`src/rtl/issue_arbiter.sv`:
```
// Issue arbiter for four functional units sharing one result bus (CDB).
// A unit is granted only when its fixed-latency CDB slot is still unclaimed.
module issue_arbiter (
    input  logic       clk,
    input  logic       reset,
    input  logic       int_req,
    input  logic       ls_req,
    input  logic       mult_req,
    input  logic       div_req,
    output logic       int_grant,
    output logic       ls_grant,
    output logic       mult_grant,
    output logic       div_grant,
    output logic [3:0] cdb_owner,
    output logic       div_busy
);

    typedef enum logic [1:0] {
        UNIT_INT  = 2'd0,
        UNIT_LS   = 2'd1,
        UNIT_MULT = 2'd2,
        UNIT_DIV  = 2'd3
    } unit_e;

    logic [6:0]      res_q, res_d;
    logic [6:0][1:0] owner_q, owner_d;
    logic [1:0]      rr_q, rr_d;
    logic [2:0]      div_cnt_q, div_cnt_d;

    logic [3:0] req_vec;
    logic [3:0] elig;
    logic [3:0] grant_vec;
    logic       grant_valid;
    unit_e      grant_unit;
    logic [2:0] claim_slot;

    assign req_vec  = {div_req, mult_req, ls_req, int_req};
    assign div_busy = (div_cnt_q != 3'd0);

    // Slot L of the current vector is the cycle the result would land in;
    // the divider's slot 7 lies beyond the vector and is always free.
    always_comb begin
        elig = 4'b0000;
        if (reset) begin
            elig[0] = req_vec[0] & ~res_q[1];
            elig[1] = req_vec[1] & ~res_q[2];
            elig[2] = req_vec[2] & ~res_q[4];
            elig[3] = req_vec[3] & ~div_busy;
        end
    end

    always_comb begin
        // NOTE: every output of a combinational block gets a default first,
        // otherwise a path that skips the assignment infers a latch.
        grant_valid = 1'b0;
        grant_unit  = UNIT_INT;
        for (int i = 0; i < 4; i++) begin
            if (!grant_valid && elig[rr_q + 2'(i)]) begin
                grant_valid = 1'b1;
                grant_unit  = unit_e'(rr_q + 2'(i));
            end
        end
    end

    assign grant_vec = grant_valid ? (4'b0001 << grant_unit) : 4'b0000;
    assign {div_grant, mult_grant, ls_grant, int_grant} = grant_vec;

    always_comb begin
        case (grant_unit)
            UNIT_INT:  claim_slot = 3'd0;
            UNIT_LS:   claim_slot = 3'd1;
            UNIT_MULT: claim_slot = 3'd3;
            default:   claim_slot = 3'd6;
        endcase
    end

    // The claimed slot after the shift is the slot checked free for eligibility.
    always_comb begin
        res_d     = {1'b0, res_q[6:1]};
        owner_d   = {2'b00, owner_q[6:1]};
        rr_d      = rr_q;
        div_cnt_d = div_busy ? div_cnt_q - 3'd1 : 3'd0;
        if (grant_valid) begin
            res_d[claim_slot]   = 1'b1;
            owner_d[claim_slot] = grant_unit;
            rr_d                = grant_unit + 2'd1;
            if (grant_unit == UNIT_DIV) begin
                div_cnt_d = 3'd7;
            end
        end
    end

    // NOTE: state registers use non-blocking assignments so every flop
    // samples the pre-edge values regardless of statement order.
    always_ff @(posedge clk or negedge reset) begin
        if (!reset) begin
            res_q     <= '0;
            owner_q   <= '0;
            rr_q      <= 2'd0;
            div_cnt_q <= 3'd0;
        end else begin
            res_q     <= res_d;
            owner_q   <= owner_d;
            rr_q      <= rr_d;
            div_cnt_q <= div_cnt_d;
        end
    end

    assign cdb_owner = res_q[0] ? (4'b0001 << owner_q[0]) : 4'b0000;

endmodule

```
`config.mk`:
```
export PLATFORM = sky130hd
export DESIGN_NAME = issue_arbiter
export DESIGN_NICKNAME = d
export VERILOG_FILES = /design/src/rtl/issue_arbiter.sv
export SDC_FILE = /design/constraint.sdc
export NUM_CORES = 1
export LEC_CHECK = 0
export BUFFER_PORTS_ARGS = -buffer_cell sky130_fd_sc_hd__buf_2
export CAP_MARGIN = 25
export CORE_UTILIZATION = 40
export DETAILED_ROUTE_END_ITERATION = 10
export GPL_ROUTABILITY_DRIVEN = 0
export SETUP_SLACK_MARGIN = 0.2
export SLEW_MARGIN = 20
export SYNTH_ARGS = -nofsm -noshare
export SYNTH_HDL_FRONTEND = slang
export SYNTH_SLANG_ARGS = --single-unit
export TNS_END_PERCENT = 5
```
`constraint.sdc`:
```
create_clock -name clk -period 2.64 [get_ports clk]
set_input_delay 0.132 -clock clk [delete_from_list [all_inputs] [get_ports clk]]
set_output_delay 0.132 -clock clk [all_outputs]
set_load 0.05 [all_outputs]
```
==> results of run 1 <==
==> final timing paths <==
kind                         startpoint           to  slack [ns]  depth (start not counted)
min                            res_q[3]     res_q[2]        0.36                          0
min in group asynchronous         reset   owner_q[3]        0.40                          3
min reg2reg                    res_q[3]     res_q[2]        0.36                          0
max                        div_cnt_q[0]   mult_grant        0.33                          9
max in group asynchronous         reset  owner_q[11]        1.45                          3
max reg2reg                div_cnt_q[0]   owner_q[6]        0.51                          9
==> per-stage QoR <==
stage	utilization	instance area, µm²
after floorplan	-	1030
after global routing	0.517	1270
final	0.517	1270
after detailed placement	0.457	1120
after global placement	0.457	1120
after CTS	0.490	1200
==> what timing repair did <==
action,in CTS,in global routing
hold buffers,2,0
pin swaps,1,3
gates cloned,0,0
endpoints found under the setup margin,4,4
resized for setup,1,13
setup buffers,3,5
hold endpoints to repair,8,0
==> placed cells by master, fill, tap and decap left out, types with 3 or more instances in the layout <==
cell and count:
a21oi_1 3, a32o_1 3, clkbuf_4 3, buf_2 11, inv_1 8, ha_1 7, nor2_1 4, dfrtp_1 20
nand2_1 4, buf_4 9, buf_6 3
==> layer usage <==
layer	routed length [µm]	up-vias	GRT usage
li1	-	350	-
met3	110	4	0.0667
met2	890	22	0.234
met5	0	-	0
met1	817	340	0.185
met4	23	0	0.0526
==> synth_stat cells, types with 2 or more instances <==
cell type / instances / share of area
and3b_1: 2 / 0.017
inv_1: 9 / 0.033
a32o_1: 3 / 0.029
dfrtp_1: 20 / 0.48
nand2_1: 6 / 0.022
ha_1: 8 / 0.097
nor2_1: 5 / 0.018
and2_1: 3 / 0.018
o21ai_0: 2 / 0.0097
nand2b_1: 2 / 0.012
clkbuf_1: 5 / 0.018
nand3_2: 2 / 0.019
mux2_2: 2 / 0.022
a21oi_1: 3 / 0.015
mux2_4: 2 / 0.029
==> where the power goes <==
group          switching [mW]  internal [mW]
logic                   0.265          0.189
registers              0.0539          0.367
clock network          0.0852         0.0840
==> worst register-to-register path, stage by stage (launching register included) <==
cell and delay, ns:
dfrtp_1 0.42, nor2_2 0.13, ha_2 0.21, nand2_2 0.10, a21oi_1 0.15, o211a_2 0.26
inv_2 0.07, ha_1 0.21, nand3_1 0.11, mux2_2 0.36
==> final cells by class <==
type                       count  area [µm²]
clock buffer                   4        36.3
fill                         234        1190
inverter                      10        37.5
multi-input combinational     55         480
sequential                    20         500
tap                           30        37.5
timing repair buffer          25         176
==> state kept, by name, indices dropped and copies added, names as in the netlist <==
register,count
res_q,4
rr_q,2
owner_q,11
div_cnt_q,3
==> cell families (layout without fill, tap and decap cells) <==
family | after synthesis | count (layout) | share of synthesized area
buffers and inverters | 16 | 39 | 0.0618
and+or+nand+nor | 28 | 28 | 0.173
muxes | 4 | 4 | 0.0509
adders and majority gates | 8 | 8 | 0.0970
AOI/OAI and AO/OA | 15 | 15 | 0.132
DFF | 20 | 20 | 0.485
==> flow_summary.ini, run 1 <==
[place]
dp_cells = 130
post-dp-hpwl_um = 1250
place_ws_ns = 0.388
place.port_buffers = 14

[floorplan]
die_h_um = 52.8
die_w_um = 52.8
start_util = 0.420
die_area_mm2 = 0.00279
rows = 18
io_pins = 15
core-area_mm2 = 0.00245

[drt]
drc_errors = 0
vias_per_cell = 4.97
routedWlPerCell_um = 12.8
num_vias = 716
drtPass1Iterations = 5
drt-total-wl_um = 1840
drt_iter0_drc = 21
postRouteAntennaNets = 0

[timing]
period_share = 0.875
hold_viol_final = 0
relSlewSlack = 0.721
setup_viol = 0
rsz0062_at_grt = true
min_period_ns = 2.31
finalMaxSlewViolations = 0
max_slew.worst_pin.slew_ns = 0.416
max_freq_mhz = 433
holdWs_ns = 0.362
skew_ns = 0.00381
fin_ws_ns = 0.330
setup_tns_ns = 0

[final_layout]
areaGrowthSynthToFinish_pct = 22.9
nNetsFinal = 129
drive_above_1_share = 0.421
final_cells = 144
antenna_cells = 0

[clock_tree]
cts_tree = yes
htreeDepth = 1
cts_buffer_depth = 2
clk_latency_ns = 0.29
cts.clk_slew.worst_paths_ns = 0.10
root_buffer = clkbuf_4
cts_buffers = 3
cts_sinks = 20

[power_and_ir_drop]
p_leak_nw = 0.681
p_per_area_mw_per_mm2 = 823
power_mw = 1.04
peakVddDrop_mv = 0.538

[synthesis]
synth_warnings = 0
seq_area_frac_synth = 0.485
synth_cell_types = 32
synth.cell_area_mm2 = 0.00103
synth_edf_count = 0
synth_nets = 105
synth_area_per_cell_um2 = 11.3
synthFlopType = dfrtp_1
synth_seq_cells = 20
async_flop_share = 1.00
synthCells = 91

[global_routing]
grt_max_degree = 21
grt-ovfl-total = 0
track_usage = 0.151
antenna_found_initial = 0
grt_pass1_vias = 656
grt_pass1_wl_um = 2880

[critical_path]
cp.arrival_ns = 2.18
cp_max_fo = 6
crit_family = flip-flops
critPathKind = flop to output pin
critical_path.max_stage_delay_ns = 0.42
crit_path_end_kind = output pin
worst_ep_required_time_ns = 2.51
cp_cell_sequence = nor2_2 -> ha_2 -> nand2_2 -> a21oi_1 -> o211a_2 -> inv_2 -> ha_1 -> and2_1 -> buf_2
cp-start-kind = flop
worstPathBufferInverterCount = 2
slowest_stage = dfrtp_1

[hold_path]
hp-class = flop to flop

[flow_run]
maxCapViolations = 0

[outcome]
status = finished clean
No activity file was read; power rests on OpenSTA's default activity.
==> inputs of run 2 (changes only) <==
Settings changed: GPL_TIMING_DRIVEN set to 0.
==> flow_summary.ini, run 2 (synthesized netlist as in run 1, its figures left out) <==
[final_layout]
final_cell_mix = 20 x dfrtp_1, 11 x buf_2, 9 x inv_1
final_cells = 143
nNetsFinal = 128
final_core_util = 0.512
largest_reg_flops = 11
areaGrowthSynthToFinish_pct = 21.8
reg_top3 = owner_q x11, res_q x4, div_cnt_q x3
final_common_cell = dfrtp_1
drive_above_1_share = 0.381
antenna_cells = 0
largest_register = owner_q

[floorplan]
start_util = 0.420
rows = 18
die_h_um = 52.8
die_w_um = 52.8
die_area_mm2 = 0.00279
core-area_mm2 = 0.00245
io_pins = 15

[drt]
routedWlPerCell_um = 12.7
drt-total-wl_um = 1810
drt_iter0_drc = 12
vias_per_cell = 4.92
drc_errors = 0
num_vias = 704
postRouteAntennaNets = 0
drtPass1Iterations = 4

[place]
place.port_buffers = 14
dp_cells = 135
post-dp-hpwl_um = 1260

[timing]
finalMaxSlewViolations = 0
relSlewSlack = 0.411
rsz0062_at_grt = true
max_slew.worst_pin.slew_ns = 0.880
holdWs_ns = 0.314
max_freq_mhz = 434
hold_viol_final = 0
skew_ns = 0.00831
min_period_ns = 2.30
setup_tns_ns = 0
period_share = 0.872
setup_viol = 0

[global_routing]
grt_max_degree = 21
grt-ovfl-total = 0
antenna_found_initial = 0
grt_pass1_wl_um = 3060
track_usage = 0.159
grt_pass1_vias = 708

[critical_path]
reg2reg_depth = 9
endpoint = div_grant
cp-start-kind = flop
worst_ep_required_time_ns = 2.51
crit_start = div_cnt_q[0]
critPathKind = flop to output pin
r2r-end = owner_q[6]
rrSetupSlack_ns = 0.55
cp_max_fo = 5
cp.arrival_ns = 2.17
r2r_start = div_cnt_q[2]
crit_path_end_kind = output pin

[clock_tree]
cts_buffers = 3
root_buffer = clkbuf_4
htreeDepth = 1
cts_buffer_depth = 2
cts_tree = yes
cts_sinks = 20
clk_latency_ns = 0.30
cts.clk_slew.worst_paths_ns = 0.11

[power_and_ir_drop]
p_per_area_mw_per_mm2 = 870
p_leak_nw = 0.664
peakVddDrop_mv = 0.466

[outcome]
status = finished clean

[flow_run]
maxCapViolations = 0

[hold_path]
hp-class = input pin to flop
==> run 2: changes by cell type in the layout (fill, tap and decap cells not counted), sizes merged <==
cell	delta
buf	-6
clkbuf	+5
bufinv	+1
dlygate4sd3	-1
==> run 2: timing repair <==
action | in CTS | in global routing
endpoints found under the hold margin | 20 | 0
endpoints found under the setup margin | 4 | 4
hold buffers | 1 | 0
setup buffers | 2 | 1
gates resized for setup | 5 | 6
pin swaps | 1 | 0
==> run 2: worst min path at each step <==
stage                     start      endpoint  slack, ns  cells past startpoint
after floorplan           reset  div_cnt_q[0]      -0.16                      0
after global placement    reset    owner_q[0]       0.12                      1
after detailed placement  reset    owner_q[0]       0.12                      1
after CTS                 reset    owner_q[1]       0.29                      3
after global routing      reset    owner_q[1]       0.32                      3
final                     reset    owner_q[1]       0.31                      3
==> run 2: layout make-up <==
class,instances,area (µm²)
Buffer,6,26.3
Clock buffer,3,22.5
Clock inverter,1,30.0
Fill cell,240,1200
Inverter,10,37.5
Multi-Input combinational cell,55,493
Sequential cell,20,500
Tap cell,30,37.5
Timing Repair Buffer,18,110
==> run 2: worst max-delay path, cell delays in order, from the launching register on <==
cell,delay (ns)
dfrtp_1,0.40
nor2_2,0.14
ha_2,0.21
nand2_2,0.12
o21ai_0,0.12
o21a_2,0.21
and2_4,0.18
ha_1,0.13
nand2_1,0.10
inv_1,0.08
buf_4,0.19
==> run 2: through the flow <==
step / instance area (µm²) / setup WS [ns] / total power [mW]
6_report: 1260 / 0.337 / 1.09
3_3_place_gp: 1140 / 0.350 / 0.793
5_1_grt: 1260 / 0.147 / 1.17
3_5_place_dp: 1140 / 0.317 / 0.806
4_1_cts: 1240 / 0.240 / 1.09
2_1_floorplan: 1030 / 0.368 / 0.716
==> run 2: power breakdown <==
part	switching (mW)	internal, mW	total, mW
logic	0.265	0.165	0.430
registers	0.0520	0.367	0.419
clock network	0.0922	0.153	0.246
total	0.409	0.685	1.09
==> run 2: routing by layer <==
layer / global-route usage / vias to the layer above / wire length [µm]
li1: - / 346 / -
met2: 0.270 / 14 / 931
met3: 0.0348 / 2 / 65
met5: 0 / - / 0
met1: 0.185 / 342 / 795
met4: 0.0789 / 0 / 20
